**src/rtl/dbg_monitor_if.sv**
```systemverilog
// Byte-level link between the debug monitor and the shared uart.
// The monitor is the master: it consumes received bytes and strobes bytes out.
interface dbg_monitor_if;
  logic [7:0] rx_data;
  logic       rx_valid;
  logic       rx_re;
  logic [7:0] tx_data;
  logic       tx_we;
  logic       tx_busy;

  modport master (
    input  rx_data, rx_valid, tx_busy,
    output rx_re, tx_data, tx_we
  );

  modport slave (
    output rx_data, rx_valid, tx_busy,
    input  rx_re, tx_data, tx_we
  );
endinterface

```
**src/rtl/dbg_monitor.sv**
```systemverilog
// Debug monitor: run/halt/step clock-enable generator, probe display mux,
// and a UART command parser that dumps a snapshot of one probe as hex text.
module dbg_monitor #(
  parameter int NUM_PROBES   = 8,
  parameter int PROBE_W      = 32,
  parameter int DIV_W        = 26,
  parameter int DEFAULT_RATE = 24,
  localparam int SEL_W       = $clog2(NUM_PROBES)
) (
  input  logic                          clk,
  input  logic                          rst,
  input  logic [NUM_PROBES*PROBE_W-1:0] probe_bus,
  input  logic [SEL_W-1:0]              sw_sel,
  input  logic                          sw_half,
  dbg_monitor_if.master                 uart,
  output logic                          cpu_ce,
  output logic [15:0]                   disp,
  output logic                          halted,
  output logic                          dump_busy
);

  localparam int RATE_W  = $clog2(DIV_W);
  localparam int NIBBLES = PROBE_W / 4;
  localparam int NCHARS  = NIBBLES + 2;
  localparam int IDX_W   = $clog2(NCHARS + 1);

  localparam logic [7:0] CMD_HALT = 8'h68;
  localparam logic [7:0] CMD_GO   = 8'h67;
  localparam logic [7:0] CMD_STEP = 8'h73;
  localparam logic [7:0] CMD_FAST = 8'h2B;
  localparam logic [7:0] CMD_SLOW = 8'h2D;
  localparam logic [7:0] CMD_DUMP = 8'h64;
  localparam logic [7:0] CHAR_CR  = 8'h0D;
  localparam logic [7:0] CHAR_LF  = 8'h0A;

  localparam logic [DIV_W-1:0]  CNT_ONE  = DIV_W'(1);
  localparam logic [RATE_W-1:0] RATE_MAX = RATE_W'(DIV_W - 1);

  typedef enum logic [1:0] {
    ST_IDLE,
    ST_SEND,
    ST_SETTLE,
    ST_WAIT
  } tx_state_t;

  tx_state_t          tx_state;
  logic [DIV_W-1:0]   counter;
  logic [DIV_W-1:0]   terminal;
  logic [RATE_W-1:0]  rate;
  logic [SEL_W-1:0]   dump_ch;
  logic [PROBE_W-1:0] snap;
  logic [IDX_W-1:0]   idx;

  logic [PROBE_W-1:0] probe [NUM_PROBES];
  logic [PROBE_W-1:0] sel_probe;
  logic               accept;
  logic [7:0]         cmd;
  logic [7:0]         digit;
  logic               digit_ok;
  logic [3:0]         nib;
  logic [7:0]         next_char;

  always_comb begin
    for (int k = 0; k < NUM_PROBES; k++) probe[k] = probe_bus[k*PROBE_W +: PROBE_W];
  end

  // Unmatched selects (only possible when NUM_PROBES is not a power of two) read as 0.
  always_comb begin
    sel_probe = '0;
    for (int k = 0; k < NUM_PROBES; k++)
      if (sw_sel == SEL_W'(k)) sel_probe = probe[k];
  end

  // NOTE: rx_re is decoded combinationally so the byte is consumed and acted on
  // in the same cycle; a registered strobe would let a still-valid byte be taken twice.
  assign accept      = !rst && uart.rx_valid && (tx_state == ST_IDLE);
  assign uart.rx_re  = accept;
  assign cmd         = uart.rx_data;
  assign digit       = cmd - 8'h30;
  assign digit_ok    = (cmd >= 8'h30) && (cmd <= 8'h39) && (int'(digit) < NUM_PROBES);
  assign terminal    = (CNT_ONE << rate) - CNT_ONE;

  // NOTE: all state below uses non-blocking assignments so every block samples
  // the pre-edge values of the others, independent of evaluation order.
  always_ff @(posedge clk or posedge rst) begin
    if (rst) begin
      halted  <= 1'b0;
      rate    <= RATE_W'(DEFAULT_RATE);
      counter <= '0;
      cpu_ce  <= 1'b0;
      dump_ch <= '0;
    end else begin
      cpu_ce <= 1'b0;
      if (halted) begin
        counter <= '0;
      end else if (counter == terminal) begin
        cpu_ce  <= 1'b1;
        counter <= '0;
      end else begin
        counter <= counter + CNT_ONE;
      end

      if (accept) begin
        case (cmd)
          CMD_HALT: if (!halted) begin
            halted  <= 1'b1;
            counter <= '0;
            cpu_ce  <= 1'b0;
          end
          CMD_GO: if (halted) begin
            halted  <= 1'b0;
            counter <= '0;
          end
          CMD_STEP: if (halted) cpu_ce <= 1'b1;
          // A rate change restarts the period so a shorter rate never has to
          // wait for the counter to wrap past its old, larger terminal count.
          CMD_FAST: if (rate != '0) begin
            rate    <= rate - RATE_W'(1);
            counter <= '0;
          end
          CMD_SLOW: if (rate != RATE_MAX) begin
            rate    <= rate + RATE_W'(1);
            counter <= '0;
          end
          default: if (digit_ok) dump_ch <= digit[SEL_W-1:0];
        endcase
      end
    end
  end

  assign nib = snap[PROBE_W-1 -: 4];

  always_comb begin
    if (idx < IDX_W'(NIBBLES))
      next_char = (nib < 4'd10) ? 8'h30 + {4'h0, nib} : 8'h37 + {4'h0, nib};
    else if (idx == IDX_W'(NIBBLES))
      next_char = CHAR_CR;
    else
      next_char = CHAR_LF;
  end

  always_ff @(posedge clk or posedge rst) begin
    if (rst) begin
      tx_state     <= ST_IDLE;
      dump_busy    <= 1'b0;
      uart.tx_we   <= 1'b0;
      uart.tx_data <= '0;
      idx          <= '0;
      snap         <= '0;
    end else begin
      uart.tx_we <= 1'b0;
      case (tx_state)
        ST_IDLE: if (accept && cmd == CMD_DUMP) begin
          snap      <= probe[dump_ch];
          idx       <= '0;
          dump_busy <= 1'b1;
          tx_state  <= ST_SEND;
        end
        ST_SEND: if (!uart.tx_busy) begin
          uart.tx_data <= next_char;
          uart.tx_we   <= 1'b1;
          idx          <= idx + IDX_W'(1);
          if (idx < IDX_W'(NIBBLES)) snap <= snap << 4;
          tx_state     <= ST_SETTLE;
        end
        // The uart raises tx_busy one cycle after the strobe; skip that cycle.
        ST_SETTLE: tx_state <= ST_WAIT;
        ST_WAIT: if (!uart.tx_busy) begin
          if (idx == IDX_W'(NCHARS)) begin
            dump_busy <= 1'b0;
            tx_state  <= ST_IDLE;
          end else begin
            tx_state  <= ST_SEND;
          end
        end
        default: tx_state <= ST_IDLE;
      endcase
    end
  end

  always_ff @(posedge clk or posedge rst) begin
    if (rst) disp <= '0;
    else     disp <= sw_half ? sel_probe[PROBE_W-1 -: 16] : sel_probe[15:0];
  end

endmodule
```
**src/flat_wrapper.sv**
```systemverilog
// flat-port wrapper written by rule: the top's interface ports become plain ports
module dbg_monitor_flat 
#(
  parameter int NUM_PROBES   = 8,
  parameter int PROBE_W      = 32,
  parameter int DIV_W        = 26,
  parameter int DEFAULT_RATE = 24,
  localparam int SEL_W       = $clog2(NUM_PROBES)
)
  (clk, rst, probe_bus, sw_sel, sw_half, cpu_ce, disp, halted, dump_busy, uart_rx_data, uart_rx_valid, uart_tx_busy, uart_rx_re, uart_tx_data, uart_tx_we);
  dbg_monitor_if uart_i ();
  input  logic clk;
  input  logic rst;
  input  logic [NUM_PROBES*PROBE_W-1:0] probe_bus;
  input  logic [SEL_W-1:0] sw_sel;
  input  logic sw_half;
  output logic cpu_ce;
  output logic [15:0] disp;
  output logic halted;
  output logic dump_busy;
  input wire logic [$bits(uart_i.rx_data)-1:0] uart_rx_data;
  input wire logic [$bits(uart_i.rx_valid)-1:0] uart_rx_valid;
  input wire logic [$bits(uart_i.tx_busy)-1:0] uart_tx_busy;
  output wire logic [$bits(uart_i.rx_re)-1:0] uart_rx_re;
  output wire logic [$bits(uart_i.tx_data)-1:0] uart_tx_data;
  output wire logic [$bits(uart_i.tx_we)-1:0] uart_tx_we;
  assign uart_i.rx_data = uart_rx_data;
  assign uart_i.rx_valid = uart_rx_valid;
  assign uart_i.tx_busy = uart_tx_busy;
  assign uart_rx_re = uart_i.rx_re;
  assign uart_tx_data = uart_i.tx_data;
  assign uart_tx_we = uart_i.tx_we;
  dbg_monitor #(.NUM_PROBES(NUM_PROBES), .PROBE_W(PROBE_W), .DIV_W(DIV_W), .DEFAULT_RATE(DEFAULT_RATE)) u_core (.clk(clk), .rst(rst), .probe_bus(probe_bus), .sw_sel(sw_sel), .sw_half(sw_half), .uart(uart_i), .cpu_ce(cpu_ce), .disp(disp), .halted(halted), .dump_busy(dump_busy));
endmodule
```
**config.mk**
```make
export PLATFORM = sky130hd
export DESIGN_NAME = dbg_monitor_flat
export DESIGN_NICKNAME = d
export VERILOG_FILES = /design/src/rtl/dbg_monitor_if.sv /design/src/rtl/dbg_monitor.sv /design/src/flat_wrapper.sv
export SDC_FILE = /design/constraint.sdc
export NUM_CORES = 1
export LEC_CHECK = 0
export CORE_UTILIZATION = 48
export DETAILED_ROUTE_END_ITERATION = 10
export PLACE_DENSITY = 0.82
export SETUP_SLACK_MARGIN = 0.2
export SKIP_CTS_REPAIR_TIMING = 1
export SYNTH_ARGS = -nofsm -noshare
export SYNTH_HDL_FRONTEND = slang
export SYNTH_SLANG_ARGS = --single-unit
```
**constraint.sdc**
```tcl
create_clock -name clk -period 3.9 [get_ports clk]
set_input_delay 0.585 -clock clk [delete_from_list [all_inputs] [get_ports clk]]
set_output_delay 0.585 -clock clk [all_outputs]
set_load 0.05 [all_outputs]
```
[After elaboration in Yosys (flattened, before gate mapping)]
Index checks and enable logic that the tools add are counted.
Storage, ports and cells
  register bits after elaboration: 100
  bits in latches: 0
  RAM bits: 0
  memory bits (read-only): 0
  bits of input ports: 272
  output and inout port bits: 29
  logic and storage cells: 130
  memories kept: 0
Operators by class
  add/subtract/negate cells: 8
  $mul: 0
  divide/modulo/power cells: 0
  order comparisons: 6
  equality and inequality tests: 27
  shift-type cells: 1
  multiplexer cells: 51
  bitwise gates (word level): 3
  reduce and logical (&&, ||, !) cells: 22
Operators with widths (count)
  32-bit 2-to-1 mux: 13
  26-bit 2-to-1 mux: 7
  26-bit case mux with 4 select lines: 1
  32-bit binary-select mux with 3-bit select: 1
  32-bit case mux with 2 select lines: 1
  8-bit by 7-bit == test with 1-bit output (second input constant): 4
  26-bit by 1-bit adder with 26-bit output (second input constant): 1
  26-bit == test: 1
  1-bit by 5-bit << shifter with 26-bit output (first input constant): 1
  26-bit by 1-bit subtractor with 26-bit output (second input constant): 1
  8-bit by 6-bit == test with 1-bit output (second input constant): 2
  16-bit 2-to-1 mux: 1
  8-bit 2-to-1 mux: 2
  6-bit by 4-bit adder with 7-bit output (first input constant): 2
  3-bit == test (second input constant): 4
  4-bit AND reduction: 3
  1-bit 2-to-1 mux: 11
  5-bit 2-to-1 mux: 2
  5-bit case mux with 2 select lines: 1
  3-bit AND reduction: 3
  4-bit == test (second input constant): 2
  8-bit by 6-bit >= comparator with 1-bit output (second input constant): 1
  8-bit by 6-bit less-or-equal comparator with 1-bit output (second input constant): 1
  4-bit less-than comparator (second input constant): 2
  other kinds (29): 50

[Longest topological paths before layout]
Gate-level depths: netlist of run 1.
  word-level depth: 10
  mapped depth: 15
  gate-level depth less buffers: 10

[Worst setup path after synthesis of run 1]
No wires, ideal clock.
  path type: input port to flip-flop
  start: in rst
  end: reg u_core.rate[1]
  library setup time: 125 ps
  arrival time: 4066 ps
  required time: 3775 ps
  slack: -291 ps
  stages on the path: 5
  path buffers: 0
  cell sequence: inv_1 -> nand3_1 -> inv_1 -> nand4b_1 -> mux2_2
On the way
  word-level cells in the longest chain between the ends: 4
RTL lines
  start, declared: line flat_wrapper.sv:13  | input logic rst;
  1-bit logical NOT: line dbg_monitor.sv:76  | assign accept = !rst && uart.rx_valid && (tx_state == ST_IDLE);
  1-bit logical AND (2 in series): line dbg_monitor.sv:76
  via uart_rx_re: line flat_wrapper.sv:24  | output wire logic [$bits(uart_i.rx_re)-1:0] uart_rx_re;
  4-bit AND reduction (no source line)
  end signal, assigned: line dbg_monitor.sv:88  | rate <= RATE_W'(DEFAULT_RATE);
  end signal, assigned: line dbg_monitor.sv:118  | rate <= rate - RATE_W'(1);
  end signal, assigned: line dbg_monitor.sv:122  | rate <= rate + RATE_W'(1);
  end, declared: line dbg_monitor.sv:49  | logic [RATE_W-1:0] rate;
The timed path passes the listed nets, and every way through them passes these cells.
A chain may end at the register's enable or synchronous reset.

[Final worst setup path of run 1]
  start: reg u_core.rate[4]
  end: reg u_core.counter[7]
On the way
  word-level cells in the longest chain between the ends: 8
  elaborated cells between the ends (all ways): 13
  those cells by class: 1 x add/sub; 2 x eq/ne; 1 x shift; 8 x mux; 1 x reduce/logical
RTL lines
  1-bit by 5-bit << shifter with 26-bit output: line dbg_monitor.sv:81  | assign terminal = (CNT_ONE << rate) - CNT_ONE;
  26-bit by 1-bit subtractor with 26-bit output: line dbg_monitor.sv:81
  26-bit == test: line dbg_monitor.sv:96  | end else if (counter == terminal) begin
  26-bit 2-to-1 mux: line dbg_monitor.sv:96
  26-bit 2-to-1 mux: line dbg_monitor.sv:94  | if (halted) begin
  26-bit 2-to-1 mux, on equally long branches
  26-bit case mux with 4 select lines: line dbg_monitor.sv:104  | case (cmd)
  26-bit 2-to-1 mux (*): line dbg_monitor.sv:103  | if (accept) begin
  end signal, assigned: line dbg_monitor.sv:100  | counter <= counter + CNT_ONE;
  end, declared: line dbg_monitor.sv:47  | logic [DIV_W-1:0] counter;
Mark *: on every way between the ends. The rest lies on a longest branch, timed or not.

==> results of run 1 <==
-- logic make-up after synthesis --
group | share of synthesized area (%)
adder cells (fa/ha/maj) | 1.86
AND/OR/NAND/NOR | 15.0
AO/OA/AOI/OAI | 19.0
buffers and inverters | 5.20
XOR/XNOR | 3.93
other | 0.0382
multiplexers | 29.7
flip-flops | 25.3
-- stage by stage --
step           utilization (%)  hold WS (ns)  power (uW)  instance area [um2]
3_3_place_gp              65.4         0.462        4060                12900
2_1_floorplan                -         0.450        3250                 9820
5_1_grt                   67.2         0.509        5450                13300
3_5_place_dp              65.4         0.470        4120                12900
4_1_cts                   67.0         0.485        5100                13300
6_report                  67.2         0.480        5120                13300
-- layer usage --
layer	global-route usage [%]	up-vias	routed length, um	part of all wire, %
met1	41.0	4818	13000	36
li1	-	4497	-	-
met2	57.4	623	17500	49
met3	7.96	129	3300	9.3
met4	18.2	0	1930	5.4
met5	0	-	0	0
-- power breakdown --
group	total [uW]	internal (uW)	switching, uW
logic	2520	1160	1360
clock network	980	564	416
registers	1610	1300	310
-- sequential cells by signal (all words and copies together), names as in the netlist --
name,cells
u_core.snap,32
u_core.dump_busy,1
u_core.rate,5
u_core.uart.tx_data,7
u_core.counter,26
u_core.disp,16
u_core.halted,1
u_core.dump_ch,3
u_core.cpu_ce,1
u_core.idx,4
u_core.tx_state,2
u_core.uart.tx_we,1
-- worst paths after layout --
check / cells after the start / slack (ns) / to
worst max-delay path: 11 / 0.52 / u_core.counter[7]
worst min-delay path: 2 / 0.48 / u_core.snap[27]
worst max register to register: 11 / 0.52 / u_core.counter[7]
worst min register to register: 2 / 0.48 / u_core.snap[27]
max in group asynchronous: 4 / 1.78 / u_core.dump_ch[0]
min in group asynchronous: 3 / 0.73 / u_core.rate[1]
-- Yosys cell counts, types with 5 or more instances --
master,n,area (um2)
nor2b_1,6,37.5
mux2_2,20,225
mux4_2,82,1850
inv_1,26,97.6
nor3b_1,5,37.5
nor2_1,108,405
a21oi_1,48,240
o21ai_0,97,485
xnor2_1,24,210
nand3_1,21,105
nor3_1,13,65.1
a21o_1,11,82.6
mux2i_1,84,841
a31oi_1,6,37.5
nand2b_1,15,93.8
o31ai_1,15,113
buf_2,18,90.1
a211o_1,18,158
o21a_1,5,37.5
a211oi_1,25,188
dfrtp_1,97,2430
nand2_1,103,387
clkbuf_1,63,236
and3_1,7,43.8
nor4_1,5,31.3
a22o_1,7,61.3
a32oi_1,6,52.6
a221oi_1,5,43.8
nand4b_1,5,43.8
buf_4,5,37.5
ha_1,13,163
xor2_1,20,175
buf_1,8,30.0
-- worst register-to-register path: stages (launching register included) --
cell	delay, ns
dfstp_4	0.81
nor3_2	0.11
nand2b_1	0.09
ha_1	0.43
nor3b_1	0.32
o211a_1	0.20
a221oi_1	0.05
a311oi_1	0.43
nand3_1	0.22
o31ai_4	0.32
buf_12	0.20
nor2_1	0.09
-- area by class of cell --
cell class | instances | share of cell area [%]
clock inverters | 6 | 0.678
inverters | 28 | 0.819
clock buffers | 10 | 1.72
repair buffers | 321 | 24.0
diodes | 8 | 0.151
flip-flops and latches | 99 | 18.7
multi-input cells | 843 | 51.4
well taps | 265 | 2.50
==> results.cfg, run 1 <==
[logic_synthesis]
ys_async_sr_fraction_pct = 100
ys_ff_latch = 99
synth_edf_count = 0
avgSynthCellArea_um2 = 9.22
syn-cell-area_mm2 = 0.00981
synth_fp_nets = 1351
synthCells = 1065
synthDistinctLibCells = 75
yosysWarnings = 0
ys_seq_area_share_pct = 25.3
ys.flop_type = dfrtp_1

[worst_setup_path]
critPathTopFamily = compound AO/OA/AOI/OAI gates
critical_path_class = reg -> reg
crit_buf_inv = 1
r2r-start = u_core.rate[4]
startpoint = u_core.rate[4]
cp_cell_sequence = nor3_2 > nand2b_1 > ha_1 > nor3b_1 > o211a_1 > a221oi_1 > a311oi_1 > nand3_1 > o31ai_4 > buf_12 > nor2_1
worstSetupEndpointType = register
required_ns = 4.14
slowest_delay_ns = 0.81
arrival_ns = 3.62
cp-start-kind = register
critPathMaxFanout = 32
critPathSlowestCell = dfstp_4

[placed_design]
portBuffers = 299
dp.cells = 1556
dp_hpwl_um = 27200
pre_cts_ws_ns = 0.498
gp_congestion = 0.974

[sta]
setup_slack_ns = 0.521
max_slew_margin_pct = 34.7
worst_pin_slew_ns = 0.979
period_needed_ns = 3.38
tns_ns = 0
skew_ns = 0.00835
report.final.slew_viol_count = 0
period_share_pct = 86.6
finalHoldViolCount = 0
setup_viol = 0
grt_setup_unrepaired = false
fmax_ghz = 0.296

[floorplan]
dieArea_mm2 = 0.0210
io_pins = 301
fp.dieH_um = 145
die_x_um = 145
fp.coreArea_mm2 = 0.0198
num_rows = 51
initial_core_util_pct = 49.6

[final_layout]
layout_common_cells = clkdlybuf4s50_1 (296), nor2_1 (107), nand2_1 (103), o21ai_0 (97), dfrtp_1 (94)
drive_above_1_share_pct = 12.2
fin_cells = 1580
fillers = 1593
mostFrequentLayoutCell = clkdlybuf4s50_1
area.growth.synth_to_final_pct = 35.4
seqCellArea_mm2 = 0.00249
multi_input_area_mm2 = 0.00683
nets = 1588

[grt]
overflow = 0
grt_pass1_vias = 9903
grt_usage_pct = 34.3
grt_max_degree = 74
grt_pass1_wl_um = 55900
grt_antenna_before_repair = 9

[cts]
clk_path_buf_depth = 2
cts.reportedPaths.clkPinSlew_ns = 0.07
clk_latency_ns = 0.36
cts_buffers = 9
cts_max_level = 3
tritoncts = built
cts_sinks = 99
root_buffer = clkbuf_16

[drt]
via_per_inst = 6.37
routed_wl_um = 35700
antenna_left = 0
drt_iter0_markers = 855
wl_per_cell_um = 22.6
vias = 10100
dr.pass1.iters = 5
drc = 0

[pwr]
vdd_drop_max_uv = 234
power.density_mw_per_mm2 = 385
cellLeakagePower_uw = 0.00517

[outcome]
outcome = completed

[worst_hold_path]
hp-start = u_core.snap[27]
hp-class = reg -> reg

[flow_run]
maxCapViolCount = 0
No activity file was read; power rests on OpenSTA's default activity.
==> run 2, diff against run 1 <==
==> constraint.sdc (replaced) <==
create_clock -name clk -period 3.9 [get_ports clk]
set_input_delay 0.39 -clock clk [delete_from_list [all_inputs] [get_ports clk]]
set_output_delay 0.39 -clock clk [all_outputs]
set_load 0.05 [all_outputs]
==> results.cfg, run 2 (synthesis results as in run 1) <==
[outcome]
outcome = completed

[pwr]
cellLeakagePower_uw = 0.00519
pwr-share-seq_pct = 31.1
p_switching_uw = 2120
pwr-share-clk_pct = 19.6
switching_share_pct = 41.0
vdd_drop_max_uv = 233
power.density_mw_per_mm2 = 388
power.internal_uw = 3050
p_comb_share_pct = 49.3

[worst_setup_path]
required_ns = 4.14
crit_buf_inv = 1
critPathTopFamily = simple AND/OR/NAND/NOR gates
critPathMaxFanout = 26
cpMostUsedCell = nand2b_1
critical_path_class = reg -> reg
r2r-start = u_core.rate[1]
critPathSlowestCell = dfrtp_1
r2r-end = u_core.counter[6]
slowest_delay_ns = 0.54
arrival_ns = 3.52
r2r_slack_ns = 0.62
crit_end = u_core.counter[6]
path_depth = 11
worstSetupEndpointType = register
startpoint = u_core.rate[1]
cp_cell_sequence = nand2b_1 > nand2b_1 > ha_1 > nor4bb_1 > o211a_1 > a221oi_1 > a311oi_1 > nand3_1 > o31ai_4 > buf_12 > nor2_1
cp-start-kind = register
worstRegToRegCells = 11

[final_layout]
area.growth.synth_to_final_pct = 35.8
fin_cells = 1581
top_regs = u_core.snap: 32 flops, u_core.counter: 26 flops, u_core.disp: 16 flops
layout_common_cells = clkdlybuf4s50_1 (296), nor2_1 (107), nand2_1 (103), o21ai_0 (97), dfrtp_1 (94)
regMostFlops = u_core.snap
drive_above_1_share_pct = 12.3
mostFrequentLayoutCell = clkdlybuf4s50_1
nets = 1590
largest_register_ffs = 32
stdcell_area_mm2 = 0.0133

[placed_design]
placed_cell_area_mm2 = 0.0130
dp.cells = 1558
gp_congestion = 1.01
portBuffers = 299
dp_hpwl_um = 27600
pre_cts_ws_ns = 0.657

[sta]
period_share_pct = 84.0
setup_slack_ns = 0.623
max_slew_margin_pct = 31.1
finalHoldViolCount = 0
setup_viol = 0
period_needed_ns = 3.28
report.final.slew_viol_count = 0
fmax_ghz = 0.305
skew_ns = 0.0101
worst_pin_slew_ns = 1.03
grt_setup_unrepaired = false
tns_ns = 0

[cts]
cts_buffers = 9
cts_max_level = 3
clk_latency_ns = 0.36
clk_path_buf_depth = 2
root_buffer = clkbuf_16
cts_sinks = 99
cts.reportedPaths.clkPinSlew_ns = 0.07
tritoncts = built

[grt]
grt_pass1_wl_um = 56700
overflow = 0
grt_antenna_before_repair = 9
grt_pass1_vias = 10200
grt_usage_pct = 34.9
grt_max_degree = 77

[drt]
drt_iter0_markers = 853
vias = 10000
wl_per_cell_um = 23.1
via_per_inst = 6.35
routed_wl_um = 36600
drc = 0
dr.pass1.iters = 5
antenna_left = 0

[floorplan]
io_pins = 301
dieArea_mm2 = 0.0210
initial_core_util_pct = 49.6
fp.coreArea_mm2 = 0.0198
die_x_um = 145
num_rows = 51
fp.dieH_um = 145

[worst_hold_path]
hp-class = reg -> reg

[flow_run]
maxCapViolCount = 0
[run 2: changes by cell type in the layout (fill, tap and decap cells not counted)]
| cell | previous run | this run |
|---|---|---|
| diode_2 | 8 | 7 |
| dfstp_4 | 1 | 0 |
| clkinv_2 | 1 | 0 |
| clkinvlp_4 | 2 | 1 |
| clkbuf_8 | 0 | 1 |
| buf_12 | 3 | 5 |
| clkinv_4 | 2 | 3 |
| dfstp_2 | 1 | 2 |
[run 2: per-stage QoR]
| step | total power, uW | util [%] | hold slack [ns] |
|---|---|---|---|
| 3_5_place_dp | 4140 | 65.6 | 0.471 |
| 2_1_floorplan | 3250 | - | 0.450 |
| 6_report | 5170 | 67.4 | 0.489 |
| 5_1_grt | 5490 | 67.4 | 0.505 |
| 3_3_place_gp | 4070 | 65.6 | 0.464 |
| 4_1_cts | 5150 | 67.3 | 0.487 |
[run 2: metal layers]
metal / share of wire [%] / vias to the layer above / track usage [%] / wire, um
met5: 0.068 / - / 0 / 25
met4: 5.4 / 4 / 20.5 / 1970
met1: 36 / 4865 / 40.3 / 13300
li1: - / 4493 / - / -
met3: 8.8 / 130 / 8.68 / 3210
met2: 49 / 555 / 58.5 / 18100
[run 2: how the worst min path moves through the flow]
stage / from / endpoint / slack, ns / cells past startpoint
after floorplan: u_core.snap[0] / u_core.snap[0] / 0.45 / 2
after global placement: u_core.snap[2] / u_core.snap[2] / 0.46 / 2
after detailed placement: u_core.snap[3] / u_core.snap[3] / 0.47 / 2
after CTS: u_core.snap[22] / u_core.snap[22] / 0.49 / 2
after global routing: u_core.snap[10] / u_core.snap[10] / 0.50 / 2
final: u_core.uart.tx_data[3] / u_core.uart.tx_data[3] / 0.49 / 2
[run 2: final cells by class]
class / instances / area [um2]
Antenna cell: 7 / 17.5
Tap cell: 265 / 332
Timing Repair Buffer: 323 / 3220
Sequential cell: 99 / 2490
Multi-Input combinational cell: 843 / 6830
Clock buffer: 11 / 243
Fill cell: 1558 / 6450
Inverter: 28 / 109
Clock inverter: 5 / 86.3
[run 2: power groups by stage]
stage / clock network [uW] / registers, uW / logic, uW
global route: 1060 / 1640 / 2780
global placement: 0 / 1610 / 2470
CTS: 1020 / 1600 / 2540
detailed placement: 0 / 1610 / 2530
floorplan: 0 / 1700 / 1540
finish: 1010 / 1610 / 2550
[run 2: worst register-to-register path, cell delays in order, from the launching register on]
cell      delay (ns)
dfrtp_1         0.54
nand2b_1        0.26
nand2b_1        0.18
ha_1            0.33
nor4bb_1        0.38
o211a_1         0.18
a221oi_1        0.04
a311oi_1        0.42
nand3_1         0.22
o31ai_4         0.32
buf_12          0.21
nor2_1          0.08
==> RTL edit, RTL diff (config.mk and constraints of run 1) <==
`NUM_PROBES` is set to 8 in 2 places; all go to 4.
--- a/src/rtl/dbg_monitor.sv
+++ b/src/rtl/dbg_monitor.sv
@@ -2,5 +2,5 @@
 // and a UART command parser that dumps a snapshot of one probe as hex text.
 module dbg_monitor #(
-  parameter int NUM_PROBES   = 8,
+  parameter int NUM_PROBES   = 4,
   parameter int PROBE_W      = 32,
   parameter int DIV_W        = 26,
--- a/src/flat_wrapper.sv
+++ b/src/flat_wrapper.sv
@@ -2,5 +2,5 @@
 module dbg_monitor_flat 
 #(
-  parameter int NUM_PROBES   = 8,
+  parameter int NUM_PROBES   = 4,
   parameter int PROBE_W      = 32,
   parameter int DIV_W        = 26,
Interface: changed (resized probe_bus and sw_sel); port bits go from 301 to 172. No check against the original RTL was run, so the function may have changed too.
==> RTL edit against run 1 <==
  * Synthesized area decreased by 27%
  * Total power decreased by 15%
  * Setup slack got worse by 0.0030 ns
  * Clock power increased by 0.8%
  * Die area decreased by 27%
  * Clock skew decreased by 0.00070 ns
  * Combinational power decreased by 26%
  * Cell count decreased by 36%
  * Sequential cell count decreased by 1
  * Synthesized cell count decreased by 37%
  * Wire length decreased by 47%
  * Final area decreased by 30%
==> RTL edit: results (changes against run 1) <==
syn_area_per_cell=10.69 um2 (was 9.215 um2); Worst-path clk slew=0.07 ns (about the same); antenna violations before repair=1 (was 9); total wire length=18,970 um (was 35,690 um); routed len/inst=18.74 um (was 22.59 um); clock skew=0.007645 ns (was 0.008349 ns); Reg-to-Reg Start=u_core.rate[1] (was u_core.rate[4]); async set or reset register ratio after synthesis=1.000 (unchanged); HP Class=register to register (unchanged); Yosys warning count=0 (unchanged); flop-to-flop setup slack=0.52 ns; GRT Total Usage=0.2684 (was 0.3433); endpoints failing setup=0 (unchanged); largest net degree at the start of global routing=58 (was 74); status=finished clean (unchanged); Iter 0 DRT Violations=411 (was 855); hpwl dp=14,700 um (was 27,160 um); CTS root buf=clkbuf_16 (unchanged); cell depth of the worst flop-to-flop path=12 (was 11); via-per-instance ratio=5.958 (was 6.372); Worst-Margin Slew=0.8727 ns (was 0.9789 ns); leakage=3.696 nW (was 5.165 nW); latest clock arrival within the worst-skew pair=0.35 ns; hold wc startpoint=u_core.uart.tx_data[1] (was u_core.snap[27]); Nets=978 (was 1,588); DP Area=9035 um2 (was 12,940 um2); VDD IR-drop max=0.2495 mV (was 0.2342 mV); maximum fanout along the worst path=26 (was 32); Commonest cells post-synth=dfrtp_1, nor2_1, mux4_2 (was nor2_1, nand2_1, dfrtp_1, o21ai_0, mux2i_1); number of global-route vias before repair=5,968 (was 9,903); GP Congestion=0.8963 (was 0.9742); pre-CTS setup slack=0.4088 ns (was 0.4979 ns); Worst Hold End=u_core.uart.tx_data[1] (was u_core.snap[27]); Detailed Routing Iterations Pass 1=5 (unchanged); Yosys cell types=63 (was 75); # port buffers=170 (was 299); Largest regs=u_core.snap (32), u_core.counter (26), u_core.disp (16) (unchanged); worst r2r dst=u_core.counter[8] (was u_core.counter[7]); Seq/Total Area, Yosys=0.3433 (was 0.2527); first-pass GRT wire length=31,070 um (was 55,940 um); Max Root-Sink Buffers=2 (unchanged); dpl cells=995 (was 1,556); Post-Syn Nets=825 (was 1,351); top post-synthesis cells by area=dfrtp_1, mux4_2, mux2i_1 (unchanged); Min-Delay Path Depth=1 (was 2); clock buffer count from CTS=9 (unchanged); layout cell share with drive strength beyond 1=0.1717 (was 0.1217)
==> RTL edit: worst max path at each step <==
stage	slack (ns)	depth (start not counted)	startpoint	endpoint
6_report	0.52	12	u_core.rate[1]	u_core.counter[8]
4_1_cts	0.51	12	u_core.rate[1]	u_core.counter[17]
5_1_grt	0.25	12	u_core.rate[1]	u_core.counter[8]
3_3_place_gp	0.48	9	rst	u_core.snap[19]
3_5_place_dp	0.41	9	rst	u_core.snap[8]
2_1_floorplan	0.37	13	u_core.rate[0]	u_core.counter[20]
==> RTL edit: logic make-up (layout without fill, tap and decap cells) <==
family / after synthesis / count (layout) / share of synthesized area
fa+ha+maj: 13 / 13 / 0.02380
compound gates: 128 / 128 / 0.1099
buf+inv: 70 / 228 / 0.04252
other cells: 1 / 2 / 0.0005244
xor+xnor: 47 / 47 / 0.05949
flops: 98 / 98 / 0.3433
mux: 116 / 116 / 0.2780
simple gates: 196 / 196 / 0.1424
==> RTL edit: stage by stage <==
step / power [mW] / hold WS (ns)
2_1_floorplan: 2.750 / 0.4840
3_3_place_gp: 3.283 / 0.4622
3_5_place_dp: 3.343 / 0.4643
4_1_cts: 4.353 / 0.4807
5_1_grt: 4.591 / 0.5109
6_report: 4.325 / 0.4773
==> RTL edit: routing by layer <==
metal / up-vias / wire [um] / global-route usage
met2: 258 / 9494 / 0.4423
met5: - / 0 / 0
met4: 0 / 571 / 0.1049
li1: 2819 / - / -
met1: 2915 / 7526 / 0.3386
met3: 37 / 1377 / 0.06731
==> RTL edit: layout make-up <==
class                      instances  area, um2
clock buffer                      10      229.0
timing repair buffer             193       1882
clock inverter                     6      97.59
fill                            1186       5170
multi-input combinational        501       4393
antenna                            1      2.502
tap                              184      230.2
inverter                          19      73.82
sequential                        98       2456
==> RTL edit: critical path, stage by stage (launching register included) <==
cell and delay, ns:
dfrtp_1 0.43, nor3_4 0.26, nand2_1 0.13, ha_1 0.29, buf_4 0.21, nor2_1 0.20
nand3_1 0.12, and4_1 0.22, or4_1 0.39, or4_4 0.45, o31ai_4 0.29, buf_12 0.20
nor2_1 0.07
==> RTL edit: report_power, final <==
part           total (mW)  leakage [nW]  switching, mW  internal, mW
Combinational        1.87          2.33           1.01         0.865
Clock               0.988         0.159          0.416         0.572
Sequential           1.47          1.20          0.190          1.28
Total                4.33          3.70           1.61          2.71
